--- src/rtl/mac_arbiter_if.sv ---
// Bus between NREQ requesters, the round-robin MAC arbiter and the shared MAC16 unit.
// The arbiter takes the slave view; requesters plus the MAC form the master side.
interface mac_arbiter_if #(
    parameter int NREQ = 4
);
    localparam int IDW = $clog2(NREQ);

    logic [NREQ-1:0]      req_valid;
    logic [NREQ-1:0]      req_ready;
    logic [16*NREQ-1:0]   req_a;
    logic [16*NREQ-1:0]   req_b;
    logic [16*NREQ-1:0]   req_c;
    logic signed [15:0]   mac_a;
    logic signed [15:0]   mac_b;
    logic signed [15:0]   mac_c;
    logic signed [31:0]   mac_result;
    logic                 rsp_valid;
    logic [IDW-1:0]       rsp_id;
    logic signed [31:0]   rsp_data;
    logic                 busy;

    modport slave (
        input  req_valid, req_a, req_b, req_c, mac_result,
        output req_ready, mac_a, mac_b, mac_c, rsp_valid, rsp_id, rsp_data, busy
    );

    modport master (
        output req_valid, req_a, req_b, req_c, mac_result,
        input  req_ready, mac_a, mac_b, mac_c, rsp_valid, rsp_id, rsp_data, busy
    );
endinterface

--- src/rtl/mac_arbiter.sv ---
// Round-robin arbiter sharing one pipelined MAC16 among NREQ requesters.
// Responses are matched to requesters by a {valid, id} tag pipeline aligned to the MAC latency.
module mac_arbiter #(
    parameter int NREQ    = 4,
    parameter int MAC_LAT = 1
) (
    input  logic         clk,
    input  logic         reset,
    mac_arbiter_if.slave bus
);
    localparam int IDW = $clog2(NREQ);

    logic [IDW-1:0]     ptr_q;
    logic [IDW-1:0]     ptr_d;
    logic [NREQ-1:0]    grant_oh;
    logic [IDW-1:0]     grant_idx;
    logic               accept;
    logic signed [15:0] mac_a_q;
    logic signed [15:0] mac_b_q;
    logic signed [15:0] mac_c_q;
    logic [MAC_LAT:0]   tag_valid_q;
    logic [IDW-1:0]     tag_id_q [MAC_LAT+1];

    // Scan downward so the candidate closest to ptr (lowest offset) is written last and wins.
    // NOTE: every variable is given a default at the top of the block, so no path leaves one unassigned and infers a latch.
    always_comb begin
        grant_oh  = '0;
        grant_idx = '0;
        accept    = 1'b0;
        ptr_d     = ptr_q;
        for (int k = NREQ - 1; k >= 0; k--) begin
            if (bus.req_valid[(int'(ptr_q) + k) % NREQ]) begin
                grant_idx = IDW'((int'(ptr_q) + k) % NREQ);
                accept    = 1'b1;
            end
        end
        if (reset) begin
            accept = 1'b0;
        end
        if (accept) begin
            grant_oh[grant_idx] = 1'b1;
            ptr_d = (int'(grant_idx) == NREQ - 1) ? '0 : grant_idx + 1'b1;
        end
    end

    // NOTE: state is updated with non-blocking assignments so every register samples pre-edge values.
    always_ff @(posedge clk) begin
        if (reset) begin
            ptr_q       <= '0;
            mac_a_q     <= '0;
            mac_b_q     <= '0;
            mac_c_q     <= '0;
            tag_valid_q <= '0;
            // NOTE: the id stages are a handful of flops, not a RAM, so clearing them is cheap and makes rsp_id read 0 out of reset.
            for (int s = 0; s <= MAC_LAT; s++) begin
                tag_id_q[s] <= '0;
            end
        end else begin
            ptr_q       <= ptr_d;
            tag_valid_q <= {tag_valid_q[MAC_LAT-1:0], accept};
            tag_id_q[0] <= accept ? grant_idx : '0;
            for (int s = 1; s <= MAC_LAT; s++) begin
                tag_id_q[s] <= tag_id_q[s-1];
            end
            if (accept) begin
                mac_a_q <= bus.req_a[int'(grant_idx)*16 +: 16];
                mac_b_q <= bus.req_b[int'(grant_idx)*16 +: 16];
                mac_c_q <= bus.req_c[int'(grant_idx)*16 +: 16];
            end
        end
    end

    assign bus.req_ready = grant_oh;
    assign bus.mac_a     = mac_a_q;
    assign bus.mac_b     = mac_b_q;
    assign bus.mac_c     = mac_c_q;
    assign bus.rsp_valid = tag_valid_q[MAC_LAT];
    assign bus.rsp_id    = tag_id_q[MAC_LAT];
    assign bus.rsp_data  = bus.mac_result;
    assign bus.busy      = |tag_valid_q;
endmodule

--- src/flat_wrapper.sv ---
// flat-port wrapper written by rule: the top's interface ports become plain ports
module mac_arbiter_flat 
#(
    parameter int NREQ    = 4,
    parameter int MAC_LAT = 1
)
  (clk, reset, bus_req_valid, bus_req_a, bus_req_b, bus_req_c, bus_mac_result, bus_req_ready, bus_mac_a, bus_mac_b, bus_mac_c, bus_rsp_valid, bus_rsp_id, bus_rsp_data, bus_busy);
  mac_arbiter_if #(.NREQ(NREQ)) bus_i ();
  input  logic clk;
  input  logic reset;
  input wire logic [$bits(bus_i.req_valid)-1:0] bus_req_valid;
  input wire logic [$bits(bus_i.req_a)-1:0] bus_req_a;
  input wire logic [$bits(bus_i.req_b)-1:0] bus_req_b;
  input wire logic [$bits(bus_i.req_c)-1:0] bus_req_c;
  input wire logic [$bits(bus_i.mac_result)-1:0] bus_mac_result;
  output wire logic [$bits(bus_i.req_ready)-1:0] bus_req_ready;
  output wire logic [$bits(bus_i.mac_a)-1:0] bus_mac_a;
  output wire logic [$bits(bus_i.mac_b)-1:0] bus_mac_b;
  output wire logic [$bits(bus_i.mac_c)-1:0] bus_mac_c;
  output wire logic [$bits(bus_i.rsp_valid)-1:0] bus_rsp_valid;
  output wire logic [$bits(bus_i.rsp_id)-1:0] bus_rsp_id;
  output wire logic [$bits(bus_i.rsp_data)-1:0] bus_rsp_data;
  output wire logic [$bits(bus_i.busy)-1:0] bus_busy;
  assign bus_i.req_valid = bus_req_valid;
  assign bus_i.req_a = bus_req_a;
  assign bus_i.req_b = bus_req_b;
  assign bus_i.req_c = bus_req_c;
  assign bus_i.mac_result = bus_mac_result;
  assign bus_req_ready = bus_i.req_ready;
  assign bus_mac_a = bus_i.mac_a;
  assign bus_mac_b = bus_i.mac_b;
  assign bus_mac_c = bus_i.mac_c;
  assign bus_rsp_valid = bus_i.rsp_valid;
  assign bus_rsp_id = bus_i.rsp_id;
  assign bus_rsp_data = bus_i.rsp_data;
  assign bus_busy = bus_i.busy;
  mac_arbiter #(.NREQ(NREQ), .MAC_LAT(MAC_LAT)) u_core (.clk(clk), .reset(reset), .bus(bus_i));
endmodule
--- config.mk ---
export PLATFORM = sky130hd
export DESIGN_NAME = mac_arbiter_flat
export DESIGN_NICKNAME = d
export VERILOG_FILES = /design/src/rtl/mac_arbiter_if.sv /design/src/rtl/mac_arbiter.sv /design/src/flat_wrapper.sv
export SDC_FILE = /design/constraint.sdc
export NUM_CORES = 1
export LEC_CHECK = 0
export CORE_AREA = 4 4 121 123
export DETAILED_ROUTE_END_ITERATION = 8
export DIE_AREA = 0 0 125 127
export PLACE_DENSITY = 0.69
export SETUP_SLACK_MARGIN = 0.5
export SLEW_MARGIN = 30
export SYNTH_ARGS = -nofsm -noshare
export SYNTH_HDL_FRONTEND = slang
export SYNTH_SLANG_ARGS = --single-unit
--- constraint.sdc ---
create_clock -name clk -period 3.8 [get_ports clk]
set_clock_uncertainty 0.15 [all_clocks]
set_input_delay 1.14 -clock clk [delete_from_list [all_inputs] [get_ports clk]]
set_output_delay 1.14 -clock clk [all_outputs]
set_load 0.005 [all_outputs]
**Word level (Yosys, flattened, before mapping)**

Memory sizes are Yosys's and may differ from the RTL's.
Index checks and enable logic that the tools add are counted.

- Logic and storage cells: 60
- Bits in writable memories: 4
- Register bits: 52
- Input bits: 230
- Memories: 1
- Output and inout port bits: 88

- Equal/unequal tests: 1
- Mux-type cells: 30
- Reductions and logical operators: 5
- Bitwise gates (word level): 5
- Add/sub/neg operators: 4
- Shift operators: 3
- Magnitude comparators: 6

Memories:

| memory | depth | width | read ports | clocked after memory_dff | write ports | line | text |
|---|---|---|---|---|---|---|---|
| u_core.tag_id_q | 2 | 2 | 2 | 0 | 2 | mac_arbiter.sv:22 | `logic [IDW-1:0] tag_id_q [MAC_LAT+1];` |

Operators with widths:

| kind | count |
|---|---|
| variable part select 64 x 7 -> 16 bit | 3 |
| 2-to-1 mux 1 bit | 16 |
| 2-to-1 mux 2 bit | 8 |
| less-than comparator 3 x 4 -> 1 bit (second input constant) | 3 |
| binary-select mux 1 bit (select 2 bit) | 4 |
| OR reduction 2 bit | 4 |
| less-than comparator 2 x 3 -> 1 bit (second input constant) | 2 |
| adder 2 x 1 -> 2 bit (second input constant) | 2 |
| adder 2 bit (second input constant) | 2 |
| 2-to-1 mux 4 bit | 1 |
| bitwise AND 1 bit (first input constant) | 3 |
| demux 1 bit (select 2 bit) | 1 |
| equality test 2 x 1 -> 1 bit (second input constant) | 1 |
| greater-or-equal comparator 2 x 1 -> 1 bit (second input constant) | 1 |
| OR 1 bit | 2 |
| logical AND 1 bit | 1 |

**Longest topological paths before layout**

- Depth after elaboration: 15
- Mapped depth: 7
- Gate-level depth less buffers: 5

**Worst setup path after synthesis**

No wires, ideal clock.

- Path kind: input to output
- Start: input port bus_req_valid[2]
- End: output port bus_req_ready[0]
- Path buffers: 2
- Arrival time: 2.267 ns
- Data required time: 2.510 ns
- Stages on the path: 6
- Slack: 0.243 ns
- Path through: nor2b_1 a221o_1 and2_1 clkbuf_1 clkbuf_1 nor3_1

- Cells in the longest elaborated chain, start to end: 12
- Elaborated cells between the ends (all ways): 26
- Classes of those cells: order compare: 2; mux: 23; reduce/logical: 1

Ends and longest elaborated chain:

| what | line | text |
|---|---|---|
| from (decl) | flat_wrapper.sv:11 | `input wire logic [$bits(bus_i.req_valid)-1:0] bus_req_valid;` |
| binary-select mux 1 bit (select 2 bit) | mac_arbiter.sv:32 | `if (bus.req_valid[(int'(ptr_q) + k) % NREQ]) begin` |
| 2-to-1 mux 1 bit (not written as such) (2 in a row) | mac_arbiter.sv:32 |  |
| 2-to-1 mux 2 bit (4 in a row) | mac_arbiter.sv:32 |  |
| less-than comparator 2 x 3 -> 1 bit (not written as such) or greater-or-equal comparator 2 x 1 -> 1 bit (tied branches) | mac_arbiter.sv:41 | `grant_oh[grant_idx] = 1'b1;` |
| logical AND 1 bit (not written as such) | mac_arbiter.sv:41 |  |
| 2-to-1 mux 1 bit (not written as such) | mac_arbiter.sv:41 |  |
| demux 1 bit (select 2 bit) | - |  |
| 2-to-1 mux 4 bit (*) | mac_arbiter.sv:40 | `if (accept) begin` |
| to (decl) | flat_wrapper.sv:16 | `output wire logic [$bits(bus_i.req_ready)-1:0] bus_req_ready;` |

Every way passes the cells marked *; elsewhere a longest branch is shown, timed or not. The select of a mux whose other input is x is not followed.

**Final worst setup path**

- Start: input port bus_req_valid[3]
- End: output port bus_req_ready[1]

The elaborated chain is that of the path after synthesis.

==> qor.yml <==
place:
  place.gp.congestion: 0.911
  hpwlAfterDp_mm: 10.6
  place_ws_ns: -0.493
  placed_area_um2: 5940
  port_buffers: 253
final_layout:
  final_design_area_no_fill_um2: 6140
  drive_above_1_share_pct: 6.85
  area_growth_pct: 77.3
  antennaDiodeCount: 0
  fin_nets: 930
worst_setup_path:
  setup.worst_path.start_class: "input pin"
  regToRegStartpoint: "u_core.ptr_q[1]$_SDFFE_PP0P_"
  slowest_delay_ns: 0.55
  worst_r2r_path_depth: 6
  cp_data_required_time_ns: 2.51
  path_cells: "buf_6 > or4_4 > nand2b_4 > nor3_4 > buf_2"
  crit_type: "in -> out"
  cp_slowest_cell: "or4_4"
  end_kind: "primary output"
  rr_endpoint: "u_core.bus.mac_b[6]$_SDFFE_PP0P_"
  rrSetupSlack_ns: 1.35
  crit_fanout: 5
  cp_data_arrival_time_ns: 2.13
grt:
  grtUsageTotal_pct: 16.9
  grt_pass1_vias: 4445
  grt_max_degree: 99
  grt_overflow: 0
  antenna_found_initial: 0
  grt_pass1_wl_mm: 22.4
pwr:
  comb_power_share_pct: 45.3
  p_clk_share_pct: 21.1
  power.sequential.fraction_pct: 33.6
  irDropWorstVdd_mv: 0.178
  cellLeakagePower_nw: 2.50
  powerDensity_nw_per_um2: 363
  sw_frac_of_total_pct: 32.6
  internal_power_w: 0.00150
  p_switching_w: 0.000728
synthesis:
  synth_area_per_cell_um2: 6.92
  synth_flop_cell: "dfxtp_1"
  synth_cell_types: 27
  syn_inst: 501
  netlist_area_um2: 3460
  synth-seq-cells: 56
  yosys.area.top_type_share_pct: 32.4
  synth-edff-count: 0
  ys_warn_count: 0
  synth_nets: 731
  synth_area_leaders: "dfxtp_1 32%, nand2_1 21%, a22o_1 12%"
  synthArstFlopShare_pct: 0
  synth_common_cells: "195 x nand2_1, 56 x dfxtp_1, 48 x a22o_1, 48 x a31oi_1, 48 x nand3_1"
  ys_seq_area_share_pct: 32.4
  yosysTopAreaCell: "dfxtp_1"
  yosysMostFrequentCell: "nand2_1"
sta:
  setup_ws_ns: 0.383
  clock.fmax_mhz: 293
  slew_violations: 0
  hold_viol_final: 0
  relSlewSlack_pct: 50.5
  tightest_slew_ns: 0.742
  period_needed_ns: 3.42
  setup_violations: 0
  rsz0062_at_grt: "yes"
  finalCritPeriodShare_pct: 89.9
routing:
  vias: 4358
  detail_route.wirelength_mm: 14.4
  route.detailed.drc: 0
  first_pass_iters: 4
  vias_per_cell: 4.95
  wl_per_cell_um: 16.3
  drtAntennaViolNets: 0
  drt_iter0_markers: 218
clocking:
  clock_sinks: 56
  cts_buffers: 5
  cts_tree: "built"
  clock_path_buffers: 2
  htree_levels: 2
  cts-root-buf: "clkbuf_16"
  path_clk_slew_ns: 0.07
  insertion_delay_ns: 0.29
run:
  maxCapViolCount: 0
worst_hold_path:
  hp-start: "u_core.tag_id_q[0][1]$_SDFF_PP0_"
  hold_class: "reg -> reg"
  hold_end: "u_core.tag_id_q[0][3]$_SDFF_PP0_"
  whs_path_depth: 1
die:
  io_pins: 318
  initial_utilization_pct: 25.4
  die-area_um2: 15900
  die_x_um: 125
  die_height_um: 127
  core_area_um2: 13700
  row_count: 43
outcome:
  status: "complete, no violations"
power by group through the flow:
stage / Combinational [W] / Clock (W) / Sequential (W)
global route: 0.00111 / 0.000513 / 0.000761
floorplan: 0.000515 / 0 / 0.000762
CTS: 0.00102 / 0.000493 / 0.000750
global placement: 0.000994 / 0 / 0.000757
finish: 0.00101 / 0.000470 / 0.000749
detailed placement: 0.00101 / 0 / 0.000761
state kept, by name (all words and copies together), names as in the netlist:
name and flops:
u_core.tag_valid_q 2, u_core.bus.mac_a 16, u_core.bus.mac_c 16, u_core.tag_id_q 4, u_core.ptr_q 2, u_core.bus.mac_b 16
cells by family (layout without fill, tap and decap cells):
group           Yosys count  count (layout)  share of synthesized area [%]
compound gates          103             103                           22.6
xor+xnor                  1               1                          0.253
simple gates            261             261                           31.1
buf+inv                  79             279                           13.4
flops                    56              56                           32.4
mux                       1               1                          0.289
critical path: cells and delay by family:
| kind | cells | cell delay, ns |
|---|---|---|
| simple gates | 3 | 0.76 |
| buf+inv | 2 | 0.23 |
placed cells by master (no fill, tap or decap), types with 5 or more instances in the layout:
master / netlist / routed
dfxtp_1: 56 / 56
nand3_1: 48 / 48
nor2b_1: 5 / 5
nand2_1: 195 / 194
a31oi_1: 48 / 48
clkdlybuf4s50_1: 0 / 244
buf_4: 37 / 14
clkbuf_16: 0 / 5
a22o_1: 48 / 48
metal layers:
metal	up-vias	wire [um]	global-route usage (%)
li1	2092	-	-
met1	2021	5510	18.5
met2	218	7410	31.5
met3	27	1160	4.85
met4	0	301	5.42
met5	-	0	0
worst max-delay path by stage:
stage | startpoint | to | slack [ns] | cells past startpoint
2_1_floorplan | bus_req_valid[2] | bus_req_ready[0] | 0.43 | 6
3_3_place_gp | bus_req_valid[0] | bus_req_ready[1] | -0.43 | 6
3_5_place_dp | bus_req_valid[2] | bus_req_ready[1] | -0.49 | 6
4_1_cts | bus_req_valid[1] | bus_req_ready[1] | 0.38 | 5
5_1_grt | bus_req_valid[2] | bus_req_ready[2] | 0.36 | 5
6_report | bus_req_valid[3] | bus_req_ready[1] | 0.38 | 5
cell type report:
type | count | area, um^2
Inverter | 2 | 7.51
Sequential cell | 56 | 1120
Multi-Input combinational cell | 366 | 1980
Timing Repair Buffer | 269 | 2660
Tap cell | 180 | 225
Clock buffer | 6 | 139
Clock inverter | 2 | 10.0
Fill cell | 1383 | 7520
timing repair:
item	4_1_cts	5_1_grt
pin swaps	3	1
endpoints found under the setup margin	54	4
gates resized for setup	42	5
buffers inserted	2	2
hold buffers	0	0
gates cloned	0	0
per-stage QoR:
stage               power, W  setup TNS (ns)  util (%)  hold slack [ns]  std cells
floorplan            0.00128               0         -            0.264        501
detailed placement   0.00177           -6.33      43.5            0.275        869
finish               0.00223               0      45.0            0.288        881
CTS                  0.00226               0      44.7            0.292        879
global route         0.00238               0      45.0            0.316        881
global placement     0.00175           -1.71      43.5            0.275        869
Power figures use the tool's default switching activity.
